===== src/rtl/stage_if.sv =====
// rtl/stage_if.sv - Instruction fetch stage: PC, synchronous-read fetch and IF/ID register
// A one-entry skid buffer keeps the in-flight response alive across hazard stalls.
module stage_if #(
  parameter logic [31:0] RESET_PC = 32'h0000_0000
) (
  input  logic        Clk,
  input  logic        Rst_n,
  input  logic        IFin_PCSrc,
  input  logic [31:0] IFin_Btarg_or_Jtarg,
  input  logic        IFin_Stall,
  output logic [31:0] IFout_Iaddr,
  output logic        IFout_Ireq,
  input  logic [31:0] IFin_Inst,
  output logic [31:0] IFout_Inst,
  output logic [31:0] IFout_PC,
  output logic [31:0] IFout_PCplus4,
  output logic        IFout_Valid
);

  logic [31:0] pc_q;
  logic        f2_valid;
  logic [31:0] f2_pc;
  logic        skid_valid;
  logic [31:0] skid_inst;
  logic [31:0] skid_pc;

  // Source for an IF/ID load: a buffered instruction always beats the live response.
  logic [31:0] load_inst;
  logic [31:0] load_pc;
  logic        load_en;

  assign IFout_Iaddr = pc_q;
  assign IFout_Ireq  = Rst_n & ~IFin_Stall & ~IFin_PCSrc;

  always_comb begin
    load_inst = IFin_Inst;
    load_pc   = f2_pc;
    load_en   = f2_valid;
    if (skid_valid) begin
      load_inst = skid_inst;
      load_pc   = skid_pc;
      load_en   = 1'b1;
    end
  end

  always_ff @(posedge Clk or negedge Rst_n) begin
    if (!Rst_n) begin
      pc_q          <= RESET_PC;
      f2_valid      <= 1'b0;
      f2_pc         <= 32'h0;
      skid_valid    <= 1'b0;
      skid_inst     <= 32'h0;
      skid_pc       <= 32'h0;
      IFout_Valid   <= 1'b0;
      IFout_Inst    <= 32'h0;
      IFout_PC      <= 32'h0;
      IFout_PCplus4 <= 32'h0;
    end else if (IFin_PCSrc) begin
      // Redirect wins over stall and squashes everything this stage holds.
      pc_q        <= IFin_Btarg_or_Jtarg & ~32'h3;
      f2_valid    <= 1'b0;
      skid_valid  <= 1'b0;
      IFout_Valid <= 1'b0;
    end else if (IFin_Stall) begin
      f2_valid <= 1'b0;
      if (f2_valid) begin
        skid_valid <= 1'b1;
        skid_inst  <= IFin_Inst;
        skid_pc    <= f2_pc;
      end
    end else begin
      pc_q       <= pc_q + 32'd4;
      f2_valid   <= 1'b1;
      f2_pc      <= pc_q;
      skid_valid <= 1'b0;
      if (load_en) begin
        IFout_Valid   <= 1'b1;
        IFout_Inst    <= load_inst;
        IFout_PC      <= load_pc;
        IFout_PCplus4 <= load_pc + 32'd4;
      end else begin
        IFout_Valid <= 1'b0;
      end
    end
  end

endmodule


===== config.mk =====
export PLATFORM = sky130hd
export DESIGN_NAME = stage_if
export DESIGN_NICKNAME = d
export VERILOG_FILES = /design/src/rtl/stage_if.sv
export SDC_FILE = /design/constraint.sdc
export NUM_CORES = 1
export LEC_CHECK = 0
export BUFFER_PORTS_ARGS = -buffer_cell sky130_fd_sc_hd__buf_4
export CORE_UTILIZATION = 55
export CTS_BUF_LIST = sky130_fd_sc_hd__clkbuf_8 sky130_fd_sc_hd__clkbuf_16
export DETAILED_ROUTE_END_ITERATION = 12
export PLACE_DENSITY = 0.88
export SLEW_MARGIN = 20
export SYNTH_ARGS = -nofsm -noshare
export SYNTH_HDL_FRONTEND = slang
export SYNTH_SLANG_ARGS = --single-unit

===== constraint.sdc =====
create_clock -name Clk -period 6 [get_ports Clk]
set_input_delay 0.6 -clock Clk [delete_from_list [all_inputs] [get_ports Clk]]
set_output_delay 0.6 -clock Clk [all_outputs]
set_load 0.01 [all_outputs]

### After elaboration in Yosys (flattened, before gate mapping)

Cells that the tools add are included.

* reductions and logical operators: 3
* add/subtract/negate cells: 2
* equality and inequality tests: 2
* multiplexer cells: 13
* bitwise logic cells: 4

Operators by type and width (number)
* $mux 32: 4
* $add 32x3->32 const B: 2
* $mux 1: 9
* $reduce_and 3->1: 2
* $ne 3x2->1 const B: 1
* $and 1x1->1: 2
* $ne 2x2->1 const B: 1
* $not 1->1: 2
* $reduce_and 2->1: 1

* register bits after elaboration: 227
* logic and storage cells: 34
* output and inout port bits: 130

### Longest topological paths before layout

Gate-level depths: netlist (run 1).

* word-level depth: 4
* depth in mapped cells: 10
* mapped depth without buffers: 7

### Worst setup path before layout (run 1)

OpenSTA, ideal clock, no wires.

* path kind: reg-to-reg
* from: register skid_valid
* to: register IFout_PCplus4[20]
* setup slack: 3444 ps
* setup time: 126 ps
* data arrival time: 2430 ps
* cell stages (with the launch flop): 11
* cell sequence: dfrtp_1 -> buf_6 -> buf_2 -> buf_2 -> mux2_2 -> ha_1 -> nand4b_1 -> a22oi_1 -> nand3_2 -> or2_1 -> a221o_1

* cells in the longest elaborated chain, start to end: 2
* elaborated cells between the ends (all ways): 4
* those cells by class: 1 x add/sub; 2 x mux; 1 x reduce/logical

RTL lines
* start, declared: RTL line 23 `logic skid_valid;`
* start signal, assigned: RTL line 51 `skid_valid <= 1'b0;`
* start signal, assigned: RTL line 62 `skid_valid <= 1'b0;`
* start signal, assigned: RTL line 67 `skid_valid <= 1'b1;`
* $mux 32: RTL line 39 `if (skid_valid) begin`
* net load_pc[2]: RTL line 29 `logic [31:0] load_pc;`
* $add 32x3->32: RTL line 80 `IFout_PCplus4 <= load_pc + 32'd4;`
* end signal, assigned: RTL line 80
* end, declared: RTL line 16 `output logic [31:0] IFout_PCplus4,`

The timed path passes the listed nets, and every way through them passes these cells.
A chain may end at the register's enable or synchronous reset.

### Worst setup path in the final report (run 1)

* from: register skid_valid
* to: register IFout_PCplus4[20]

* cells in the longest elaborated chain, start to end: 2
* elaborated cells between the ends (all ways): 4
* those cells by class: 1 x add/sub; 2 x mux; 1 x reduce/logical

RTL lines (RTL line)
* $mux 32 or $mux 1 (tied branches): 39
* $add 32x3->32 or $reduce_and 3->1 (tied branches)

Several ways; a longest one is shown, not always the timed one.

==> results of run 1 <==
## layout make-up
type | count | share of cell area
clock buffer | 30 | 0.05448
inverter | 4 | 0.001218
clock inverter | 11 | 0.01289
tap | 225 | 0.02283
multi-input combinational | 614 | 0.3469
timing repair buffer | 198 | 0.1210
sequential | 217 | 0.4406
## worst register-to-register path, stage by stage (launching register included)
cell,delay (ns)
dfrtp_4,0.86
buf_4,0.69
mux2i_1,0.34
a211oi_2,0.56
nand2_1,0.22
or2_1,0.29
a221o_1,0.30
## sequential cells by signal, summed over array words and instances, names as in the netlist
| signal | count |
|---|---|
| IFout_PC | 30 |
| f2_valid | 1 |
| IFout_Valid | 1 |
| f2_pc | 30 |
| IFout_PCplus4 | 30 |
| IFout_Iaddr | 30 |
| skid_valid | 1 |
| skid_inst | 32 |
| skid_pc | 30 |
| IFout_Inst | 32 |
## routing by layer
metal | vias up | wire length (µm)
li1 | 3469 | -
met1 | 3612 | 10010
met2 | 297 | 10810
met3 | 43 | 1561
met4 | 0 | 580
met5 | - | 0
## power by group through the flow
stage / Clock [µW] / Sequential, µW / Combinational, µW
after global routing: 1610 / 2100 / 1040
final: 1530 / 2050 / 947
after CTS: 1560 / 2050 / 959
after detailed placement: 0 / 2080 / 952
after floorplan: 0 / 2090 / 427
after global placement: 0 / 2050 / 921
## cell usage after synthesis, types with 3 or more instances
cell        n  area share
nor4_2      3      0.0038
nand4b_1    6      0.0053
buf_6       3      0.0034
buf_1       5      0.0019
a21o_1      6      0.0045
dfrtp_1   217        0.54
inv_1       3      0.0011
nor2_1     16      0.0060
o31ai_1     4      0.0030
nand4_1    19       0.012
a22o_1      3      0.0026
o21ai_0    94       0.047
nor3_1     11      0.0055
and3_1      3      0.0019
nor4_1     10      0.0063
a21oi_1     5      0.0025
xor2_1     15       0.013
xnor2_1    31       0.027
nor2b_1     4      0.0025
buf_2      14      0.0070
and2_1      3      0.0019
buf_4       8      0.0060
o31a_1      3      0.0026
nand3_1    21       0.011
mux2_2     99        0.11
clkbuf_1   23      0.0086
a22oi_1     3      0.0023
o21ai_1     9      0.0045
mux2i_1    57       0.057
nand3b_1    7      0.0053
nand2_1   144       0.054
## path summary, 6_finish.rpt
path / slack [ns] / cells past startpoint / endpoint / from
min in group Clk: 0.31 / 3 / IFout_Iaddr[4] / IFin_Btarg_or_Jtarg[4]
max reg2reg: 2.63 / 6 / IFout_PCplus4[20] / skid_valid
max: 2.63 / 6 / IFout_PCplus4[20] / skid_valid
min reg2reg: 0.48 / 1 / IFout_PCplus4[2] / IFout_PCplus4[2]
max in group asynchronous: 4.49 / 2 / skid_valid / Rst_n
min: 0.14 / 1 / IFout_Iaddr[25] / Rst_n
## per-stage QoR
step	power (µW)	cell area, µm²	setup slack [ns]
after global routing	4752	12330	2.479
after CTS	4568	12330	2.632
after detailed placement	3028	11500	2.697
final	4529	12330	2.634
after global placement	2973	11500	2.719
after floorplan	2514	10010	3.444
## logic make-up (layout without fill, tap and decap cells)
logic type | after synthesis | count (layout)
other cells | 1 | 6
xor+xnor | 46 | 46
flops | 217 | 217
buf+inv | 60 | 243
mux | 156 | 156
compound gates | 142 | 142
fa+ha+maj | 2 | 2
simple gates | 262 | 262
==> out/results.env, run 1 <==
ROUTABILITYCONGESTION=0.8364
VIA_COUNT=7421
CRITPATHMAXSTAGEDELAY_NS=0.86
FINCLKSKEW_NS=0.006627
CLOCKBUFFERDEPTH=3
INITIAL_UTILIZATION=0.5697
YOSYS.AREA_SHARE.ADDER=0.002505
FIRST_GLOBAL_VIAS=7190
CLK-INSERTION-DELAY-LATE_NS=0.50
SYN_AVG_CELL_AREA_UM2=11.28
TRITONCTS='built'
GRT_MAX_DEGREE=118
STARTPOINT_TYPE_OF_THE_WORST_SETUP_PATH='register'
HPWL_DP_MM=16.01
PEAKVDDDROP_mV=0.2594
GRT_MOST_USED_LAYER='met2'
IO_BUFFER_COUNT=189
ROUTE.DETAILED.DRC=0
VIA_DENSITY_PER_INSTANCE=5.713
COMBINATIONALPOWERSHARE=0.209
FP.COREAREA_UM2=17540
GRT.OVERFLOW.TOTAL=0
DISTINCT_CELL_TYPE_COUNT_OF_THE_SYNTHESIZED_NETLIST=59
P_PER_CELL_AREA_nW_PER_UM2=367.3
HOLD_VIOLATIONS=0
WORSTSETUPPATHTYPE='reg -> reg'
RSZ0062_AT_GRT='false'
CRITICAL_PATH.TOP_DELAY_FAMILY='compound AO/OA/AOI/OAI gates'
GRT_ANTENNA_BEFORE_REPAIR=0
SYNTH_TOP_FAMILY_BY_AREA='multiplexers'
CTS.REPORTEDPATHS.CLKPINSLEW_NS=0.06
DIE-AREA_UM2=18710
NETLIST_INSTANCES=886
DOMINANT_SYNTHESIZED_FLOP_CELL='dfrtp_1'
PERIOD_SHARE=0.5610
MUXSHAREOFSYNTHAREA=0.1687
HOLD_PATH.CLASS='in -> async'
FINAL_CELL_MIX='dfrtp_1, buf_4, nand2_1, mux2_2, o21ai_0'
CTS_NUM_SINKS=217
TIMING.CRITICAL_PATH.BUF_INV=1
REPORT.FINAL.SETUP_VIOL=0
SYNTH_SIMPLE_GATE_AREA_FRAC=0.1302
DRT-PASS1-ITER-COUNT=5
ACHIEVABLE-FREQUENCY_MHz=297.1
YS_SEQ_ELEMENTS=217
P_SEQ_FRAC=0.453
AREA_GROWTH_PCT=23.43
WHS_NS=0.1353
ROWS=48
N_FILL_CELL=1244
LIBRARY_CELL_CONTRIBUTING_THE_LARGEST_SINGLE_DELAY_ON_THE_CRITICAL_PATH='dfrtp_4'
COUNT_OF_NON_FILLER_CELLS_IN_THE_FINISHED_LAYOUT=1299
WORSTPATHARRIVAL_NS=3.75
MOSTFREQUENTLAYOUTCELL='dfrtp_1'
CLOCK_POWER_SHARE=0.337
CTS.REPAIR_TIMING.SETUP_BUFFER_COUNT=0
SYNTHXORXNORAREAFRAC=0.04033
FP.DIEH_UM=136.8
CRITICAL_PATH.CELL_CHAIN='buf_4 > mux2i_1 > a211oi_2 > nand2_1 > or2_1 > a221o_1'
MAX_CAP_VIOLATIONS=0
FINAL_CORE_UTILIZATION=0.7032
ROUTE.DETAILED.WL_PER_INST_UM=17.68
SYNTH.YOSYS.SEQ_AREA_SHARE=0.5435
GROUTE.USAGE.OVERALL=0.2499
WORST_EP_REQUIRED_TIME_NS=6.38
SYNTH_ENABLE_FLOP_CELLS=0
TIGHTEST_SLEW_NS=0.9988
MET2_CAPACITY_USAGE_DURING_GLOBAL_ROUTING=0.4086
SEQUENTIAL_CELL_AREA_UM2=5434
DIE_X_UM=136.8
SYNTH_COMPOUND_GATE_AREA_SHARE=0.08253
DRTITER0DRC=427
LEAKAGEPOWER_uW=0.005553
IO-PIN-COUNT=198
CTS_INSERTED_BUFFERS=23
DRT-TOTAL-WL_MM=22.96
POSTSYNTH.ASYNCRESETSHARE=1.000
FINAL_NET_COUNT=1128
CRITICAL_PATH.MAX_FANOUT=51
GRT_FIRST_PASS_WIRELENGTH_MM=36.67
POSTCTSRESIZEDCELLS=0
ANT_NETS=0
MULTIINPUTGATEAREA_UM2=4278
GLOBAL_ROUTING_MET3_RESOURCE_UTILIZATION=0.03778
ENDPOINT_KIND='register'
SYNTHESIS.AREA_UM2=9991
FINAL_PERIOD_MINUS_WORST_SETUP_SLACK_NS=3.366
FINALSETUPTNS_NS=0
SWITCHING_SHARE=0.2821
GRT.MET1_USAGE=0.3460
OUTCOME='finished, final reports clean'
YS.WARNINGS.COUNT=0
LAYOUT-DRIVE-GT1-SHARE=0.3296
INT_POWER_uW=3252
DP_CELLS=1258
HTREEDEPTH=1
CLK_ROOT_BUFFER_CELL='clkbuf_16'
SLEW_VIOL_FINAL=0
P_SW_uW=1278
TIMING.SLEW.HEADROOM=0.3341
HOLD_BUFFERS=0
N_ANTENNA_CELL=0
Power figures use the tool's default switching activity.
==> run 2: changes to the inputs <==
==> constraint.sdc (replaced) <==
create_clock -name Clk -period 3.3 [get_ports Clk]
set_input_delay 0.33 -clock Clk [delete_from_list [all_inputs] [get_ports Clk]]
set_output_delay 0.33 -clock Clk [all_outputs]
set_load 0.01 [all_outputs]
==> run 2 against run 1 <==
Effect of this change: final area up 0.94%; flip-flop and latch count unchanged; count of clock-buffer cells in the layout is 2 lower; die area did not move; routed wire length up 0.45%; worst hold slack got worse by 0.12 ns.
==> out/results.env, run 2 (synthesis results as in run 1) <==
ANT_NETS=0  # unchanged
HOLD_PATH.CLASS='in -> reg'  # was in -> async
RSZ0062_AT_GRT='false'  # unchanged
N_ANTENNA_CELL=0  # unchanged
PEAKVDDDROP_mV=0.5021  # was 0.2594 mV
CLOCK_POWER_SHARE=0.346  # was 0.337
TIMING.CRITICAL_PATH.BUF_INV=0  # was 1
COMBINATIONALPOWERSHARE=0.207  # was 0.209
AREA_GROWTH_PCT=24.60  # was 23.43%
HOLDPATHSTAGES=3
ROUTE.DETAILED.DRC=0  # unchanged
LAYOUT-DRIVE-GT1-SHARE=0.3312  # was 0.3296
DRTITER0DRC=350  # was 427
WORST-R2R-SETUP-SLACK_NS=0.49  # was 2.63 ns
STARTPOINT_TYPE_OF_THE_WORST_SETUP_PATH='register'  # unchanged
MAX_CAP_VIOLATIONS=0  # unchanged
CRITPATHMAXSTAGEDELAY_NS=0.63  # was 0.86 ns
GRT_ANTENNA_BEFORE_REPAIR=0  # unchanged
HTREEDEPTH=1  # unchanged
R2R_CELLS=7  # was 6
SEQUENTIAL_CELL_AREA_UM2=5434  # unchanged
HOLD_VIOLATIONS=0  # unchanged
LEAKAGEPOWER_uW=0.005615  # was 0.005553 µW
VIA_COUNT=7415  # was 7421
REPORT.FINAL.SETUP_VIOL=0  # unchanged
GRT_FIRST_PASS_WIRELENGTH_MM=36.79  # was 36.67 mm
GROUTE.USAGE.OVERALL=0.2499  # about the same
WORSTREG2REGEND='IFout_PCplus4[20]'  # unchanged
CTS_INSERTED_BUFFERS=23  # unchanged
HPWL_DP_MM=15.96  # was 16.01 mm
WORSTPATHARRIVAL_NS=3.20  # was 3.75 ns
FINAL_PERIOD_MINUS_WORST_SETUP_SLACK_NS=2.813  # was 3.366 ns
FP.COREAREA_UM2=17540  # unchanged
INT_POWER_uW=6033  # was 3252 µW
WORSTSETUPPATHTYPE='reg -> reg'  # unchanged
DRT-TOTAL-WL_MM=23.07  # was 22.96 mm
TIMING.RR.START='skid_valid'  # unchanged
MIN-DELAY-START='IFin_Btarg_or_Jtarg[3]'
FP.DIEH_UM=136.8  # unchanged
ROUTE.DETAILED.WL_PER_INST_UM=17.70  # was 17.68 µm
IO_BUFFER_COUNT=189  # unchanged
WORST_EP_REQUIRED_TIME_NS=3.69  # was 6.38 ns
FIRST_GLOBAL_VIAS=7167  # was 7190
CRITICAL_PATH.TOP_DELAY_FAMILY='simple AND/OR/NAND/NOR gates'  # was compound AO/OA/AOI/OAI gates
IO-PIN-COUNT=198  # unchanged
WORST_SETUP_PATH_STARTPOINT='skid_valid'  # unchanged
DIE_X_UM=136.8  # unchanged
PERIOD_SHARE=0.8525  # was 0.5610
MULTIINPUTGATEAREA_UM2=4278  # unchanged
TOTALPOWERFINAL_uW=8367  # was 4529 µW
DRT-PASS1-ITER-COUNT=9  # was 5
GRT.OVERFLOW.TOTAL=0  # unchanged
CTS.REPORTEDPATHS.CLKPINSLEW_NS=0.06  # about the same
LIBRARY_CELL_CONTRIBUTING_THE_LARGEST_SINGLE_DELAY_ON_THE_CRITICAL_PATH='dfrtp_4'  # unchanged
FINAL_CELL_MIX='dfrtp_1, buf_4, nand2_1, mux2_2, o21ai_0'  # unchanged
P_SEQ_FRAC=0.448  # was 0.453
MOSTFREQUENTLAYOUTCELL='dfrtp_1'  # unchanged
SLEW_VIOL_FINAL=0  # unchanged
CLOCKBUFFERDEPTH=3  # unchanged
FINCLKSKEW_NS=0.01763  # was 0.006627 ns
REG_TOP3='IFout_Inst: 32 flops, skid_inst: 32 flops'  # unchanged
FINALSETUPTNS_NS=0  # unchanged
FINAL_NET_COUNT=1132  # was 1128
CTS_NUM_SINKS=217  # unchanged
FINAL_CORE_UTILIZATION=0.7098  # was 0.7032
TIMING.SLEW.HEADROOM=0.5422  # was 0.3341
ACHIEVABLE-FREQUENCY_MHz=355.5  # was 297.1 MHz
P_PER_CELL_AREA_nW_PER_UM2=672.2  # was 367.3 nW/µm²
CLK_ROOT_BUFFER_CELL='clkbuf_16'  # unchanged
VIA_DENSITY_PER_INSTANCE=5.691  # was 5.713
CRITICAL_PATH.MAX_FANOUT=32  # was 51
OUTCOME='finished, final reports clean'  # unchanged
CP-ENDPOINT='IFout_PCplus4[20]'  # unchanged
INITIAL_UTILIZATION=0.5697  # unchanged
GRT_MAX_DEGREE=101  # was 118
P_SW_uW=2334  # was 1278 µW
ROUTABILITYCONGESTION=0.8637  # was 0.8364
SWITCHING_SHARE=0.2789  # was 0.2821
CRITICAL_PATH.CELL_CHAIN='mux2_2 > ha_1 > nand4b_1 > a22oi_1 > nand3_2 > or2_1 > a221o_1'  # was buf_4 > mux2i_1 > a211oi_2 > nand2_1 > or2_1 > a221o_1
N_FILL_CELL=1232  # was 1244
DIE-AREA_UM2=18710  # unchanged
TIGHTEST_SLEW_NS=0.6867  # was 0.9988 ns
CLK-INSERTION-DELAY-LATE_NS=0.51  # was 0.50 ns
COUNT_OF_NON_FILLER_CELLS_IN_THE_FINISHED_LAYOUT=1303  # was 1299
ROWS=48  # unchanged
DP_CELLS=1261  # was 1258
ENDPOINT_KIND='register'  # unchanged
CP.DEPTH=7  # was 6
TRITONCTS='built'  # unchanged
## run 2: cell count changes in the layout (fill, tap and decap cells not counted)
cell / delta
buf_12: +4
dlygate4sd3_1: +1
clkinvlp_4: -1
inv_6: +1
buf_4: -1
bufinv_16: +2
clkbuf_8: -2
## run 2: worst min path at each step
stage,endpoint
global placement,IFout_Iaddr[29]
global route,IFout_Iaddr[22]
detailed placement,IFout_Iaddr[29]
floorplan,IFout_Iaddr[10]
finish,IFout_Iaddr[3]
CTS,IFout_Iaddr[5]
## run 2: tightest hold or removal path, cell delays in order
cell     delay, ns
buf_4         0.07
nand2_1       0.04
o21ai_0       0.05
## run 2: routing by layer
layer,vias to the layer above,track usage,wire length [µm]
met2,301,0.4007,10710
met3,42,0.04704,1800
li1,3481,-,-
met4,0,0.07570,511
met5,-,0,0
met1,3591,0.3459,10050
## run 2: metrics by stage
step | hold WS (ns) | setup slack, ns | cell area (µm²)
5_1_grt | 0.03143 | 0.3529 | 12450
4_1_cts | 0.01409 | 0.5261 | 12450
3_3_place_gp | 0.3986 | 0.6969 | 11570
2_1_floorplan | 0.03441 | 0.7444 | 10010
6_report | 0.01913 | 0.4868 | 12450
3_5_place_dp | 0.4046 | 0.6191 | 11570
## run 2: repair_timing
item                                   in CTS  in global routing
hold buffers                                1                  0
resized for setup                           0                  0
buffers inserted                            0                  0
endpoints found under the hold margin      77                  0
## run 2: final cells by class
type | count | area share
clock inverter | 13 | 0.01769
multi-input combinational | 614 | 0.3437
clock buffer | 28 | 0.05176
inverter | 4 | 0.001206
timing repair buffer | 202 | 0.1265
sequential | 217 | 0.4365
tap | 225 | 0.02262
## run 2: power groups by stage
stage               clock (µW)  sequential [µW]  combinational [µW]
floorplan                    0             3790                 777
global placement             0             3730                1680
detailed placement           0             3780                1740
CTS                       2950             3740                1750
global route              3040             3820                1900
finish                    2890             3740                1730
==> run 3: changes to the inputs <==
==> constraint.sdc (replaced) <==
create_clock -name Clk -period 2.8 [get_ports Clk]
set_input_delay 0.28 -clock Clk [delete_from_list [all_inputs] [get_ports Clk]]
set_output_delay 0.28 -clock Clk [all_outputs]
set_load 0.01 [all_outputs]
==> run 3 against run 2 <==
Effect of this change: register-to-register slack worse by 0.24 ns; critical path depth stayed put; final area is 1.8% higher; count of clock-buffer cells in the layout is 2 higher; worst hold slack better by 0.00097 ns; die area stayed put; worst setup slack worse by 0.24 ns; maximum frequency is 10% higher; sequential power is 18% higher; routed wire length is 4.9% higher; via count is 1.9% higher; critical path type unchanged; largest cell class unchanged; largest power group unchanged; highest routed layer unchanged.
==> out/results.env, run 3 (synthesis results as in run 1) <==
OUTCOME='finished, final reports clean'  # unchanged
ANT_NETS=0  # unchanged
ROWS=48  # unchanged
AREA_GROWTH_PCT=26.80  # was 24.60%
GRT.OVERFLOW.TOTAL=0  # unchanged
LAYOUT-DRIVE-GT1-SHARE=0.3237  # was 0.3312
CLOCKBUFFERDEPTH=3  # unchanged
DP_CELLS=1266  # was 1261
CLK-INSERTION-DELAY-LATE_NS=0.51  # about the same
FINAL_CELL_MIX='dfrtp_1, buf_4, nand2_1, mux2_2, o21ai_0'  # unchanged
VIA_COUNT=7557  # was 7415
COMBINATIONALPOWERSHARE=0.218  # was 0.207
SWITCHING_SHARE=0.2884  # was 0.2789
TOTALPOWERFINAL_uW=9579  # was 8367 µW
TIMING.SLEW.HEADROOM=0.5678  # was 0.5422
VIA_DENSITY_PER_INSTANCE=5.665  # was 5.691
FIRST_GLOBAL_VIAS=7422  # was 7167
DRT-TOTAL-WL_MM=24.19  # was 23.07 mm
SETUP_WS_NS=0.2463  # was 0.4868 ns
HPWL_DP_MM=16.15  # was 15.96 mm
DRT-PASS1-ITER-COUNT=5  # was 9
P_SEQ_FRAC=0.461  # was 0.448
MOSTFREQUENTLAYOUTCELL='dfrtp_1'  # unchanged
WORSTPATHARRIVAL_NS=2.93  # was 3.20 ns
FP.DIEH_UM=136.8  # unchanged
CLK_ROOT_BUFFER_CELL='clkbuf_16'  # unchanged
DIE-AREA_UM2=18710  # unchanged
REPORT.FINAL.SETUP_VIOL=0  # unchanged
P_PER_CELL_AREA_nW_PER_UM2=756.2  # was 672.2 nW/µm²
ROUTE.DETAILED.WL_PER_INST_UM=18.13  # was 17.70 µm
MAX_CAP_VIOLATIONS=0  # unchanged
P_SW_uW=2763  # was 2334 µW
DETAILEDPLACE.WORSTSLACK_NS=0.3320  # was 0.6191 ns
INT_POWER_uW=6816  # was 6033 µW
GRT_MAX_DEGREE=86  # was 101
WORSTSETUPPATHTYPE='reg -> reg'  # unchanged
GROUTE.USAGE.OVERALL=0.2633  # was 0.2499
POST-ROUTE-CELL-AREA_UM2=12670  # was 12450 µm²
REG_TOP3='IFout_Inst: 32 flops, skid_inst: 32 flops'  # unchanged
COUNT_OF_NON_FILLER_CELLS_IN_THE_FINISHED_LAYOUT=1334  # was 1303
ACHIEVABLE-FREQUENCY_MHz=391.6  # was 355.5 MHz
CRITICAL_PATH.MAX_FANOUT=9  # was 32
FINAL_NET_COUNT=1163  # was 1132
FINAL_PERIOD_MINUS_WORST_SETUP_SLACK_NS=2.554  # was 2.813 ns
ROUTE.DETAILED.DRC=0  # unchanged
N_ANTENNA_CELL=0  # unchanged
FP.COREAREA_UM2=17540  # unchanged
RSZ0062_AT_GRT='false'  # unchanged
IO-PIN-COUNT=198  # unchanged
CTS_NUM_SINKS=217  # unchanged
ENDPOINT_KIND='register'  # unchanged
DRTITER0DRC=375  # was 350
GRT_FIRST_PASS_WIRELENGTH_MM=38.52  # was 36.79 mm
TRITONCTS='built'  # unchanged
GRT_ANTENNA_BEFORE_REPAIR=0  # unchanged
PERIOD_SHARE=0.9120  # was 0.8525
STARTPOINT_TYPE_OF_THE_WORST_SETUP_PATH='register'  # unchanged
HOLD_VIOLATIONS=0  # unchanged
CTS_INSERTED_BUFFERS=23  # unchanged
HOLD_PATH.CLASS='in -> reg'  # unchanged
DIE_X_UM=136.8  # unchanged
POSTCTSRESIZEDCELLS=0  # unchanged
IO_BUFFER_COUNT=189  # unchanged
PEAKVDDDROP_mV=0.4992  # was 0.5021 mV
TIGHTEST_SLEW_NS=0.6483  # was 0.6867 ns
HTREEDEPTH=1  # unchanged
FINCLKSKEW_NS=0.01249  # was 0.01763 ns
SLEW_VIOL_FINAL=0  # unchanged
WORST_EP_REQUIRED_TIME_NS=3.18  # was 3.69 ns
INITIAL_UTILIZATION=0.5697  # unchanged
LEAKAGEPOWER_uW=0.005720  # was 0.005615 µW
CTS.REPAIR_TIMING.SETUP_BUFFER_COUNT=0  # unchanged
ROUTABILITYCONGESTION=0.8640  # was 0.8637
POST_DP_CELL_AREA_UM2=11620  # was 11570 µm²
CTS.REPORTEDPATHS.CLKPINSLEW_NS=0.06  # about the same
CLOCK_POWER_SHARE=0.321  # was 0.346
FINALSETUPTNS_NS=0  # unchanged
## run 3: cell count changes in the layout (fill, tap and decap cells not counted), sizes merged
cell / previous run / this run
clkbuf: 29 / 31
dlygate4sd3: 1 / 27
inv: 5 / 7
buf: 200 / 205
bufinv: 6 / 2
## run 3: repair_timing
item | in CTS | in global routing
hold endpoints to repair | 86 | 0
endpoints found under the setup margin | 0 | 0
hold buffers | 27 | 0
## run 3: routing by layer
layer / wire, µm / vias to the layer above / GRT usage
met5: 0 / - / 0
met4: 656 / 0 / 0.07509
met3: 1780 / 54 / 0.04407
met2: 11470 / 298 / 0.4340
met1: 10280 / 3656 / 0.3596
li1: - / 3549 / -
## run 3: critical path: stages, from the launching register on
cell and delay, ns:
dfrtp_4 0.50, mux2_2 0.26, ha_1 0.22, nand4b_1 0.14, a22oi_1 0.42, nand3_2 0.26
or2_1 0.33, a221o_1 0.30
## run 3: worst paths after layout
| check | startpoint | to | slack, ns | cells past startpoint |
|---|---|---|---|---|
| worst min register to register | IFout_PCplus4[3] | IFout_PCplus4[3] | 0.48 | 2 |
| worst max register to register | skid_valid | IFout_PCplus4[20] | 0.25 | 7 |
| worst min-delay path | IFin_Inst[13] | skid_inst[13] | 0.02 | 2 |
| worst max-delay path | skid_valid | IFout_PCplus4[20] | 0.25 | 7 |
| min in group asynchronous | Rst_n | IFout_Iaddr[24] | 0.32 | 2 |
| max in group asynchronous | Rst_n | skid_pc[18] | 1.42 | 3 |
## run 3: layout make-up
class                      instances  area, µm²
sequential                       217       5434
fill                            1227       4868
tap                              225      281.5
timing repair buffer             233       1886
clock buffer                      30      671.9
clock inverter                    11      102.6
multi-input combinational        614       4278
inverter                           4      15.01
## run 3: power by group through the flow
stage                     Sequential (µW)  Combinational [µW]  Clock [µW]
final                                4410                2090        3070
after global routing                 4500                2300        3270
after CTS                            4400                2110        3120
after detailed placement             4450                2070           0
after global placement               4400                2000           0
after floorplan                      4470                 916           0
## run 3: stage by stage
stage               utilization  hold WS [ns]
finish                   0.7224       0.02010
global route             0.7224       0.01780
CTS                      0.7224     0.0008277
detailed placement       0.6628        0.2890
global placement         0.6628        0.2881
floorplan                     -      -0.01559
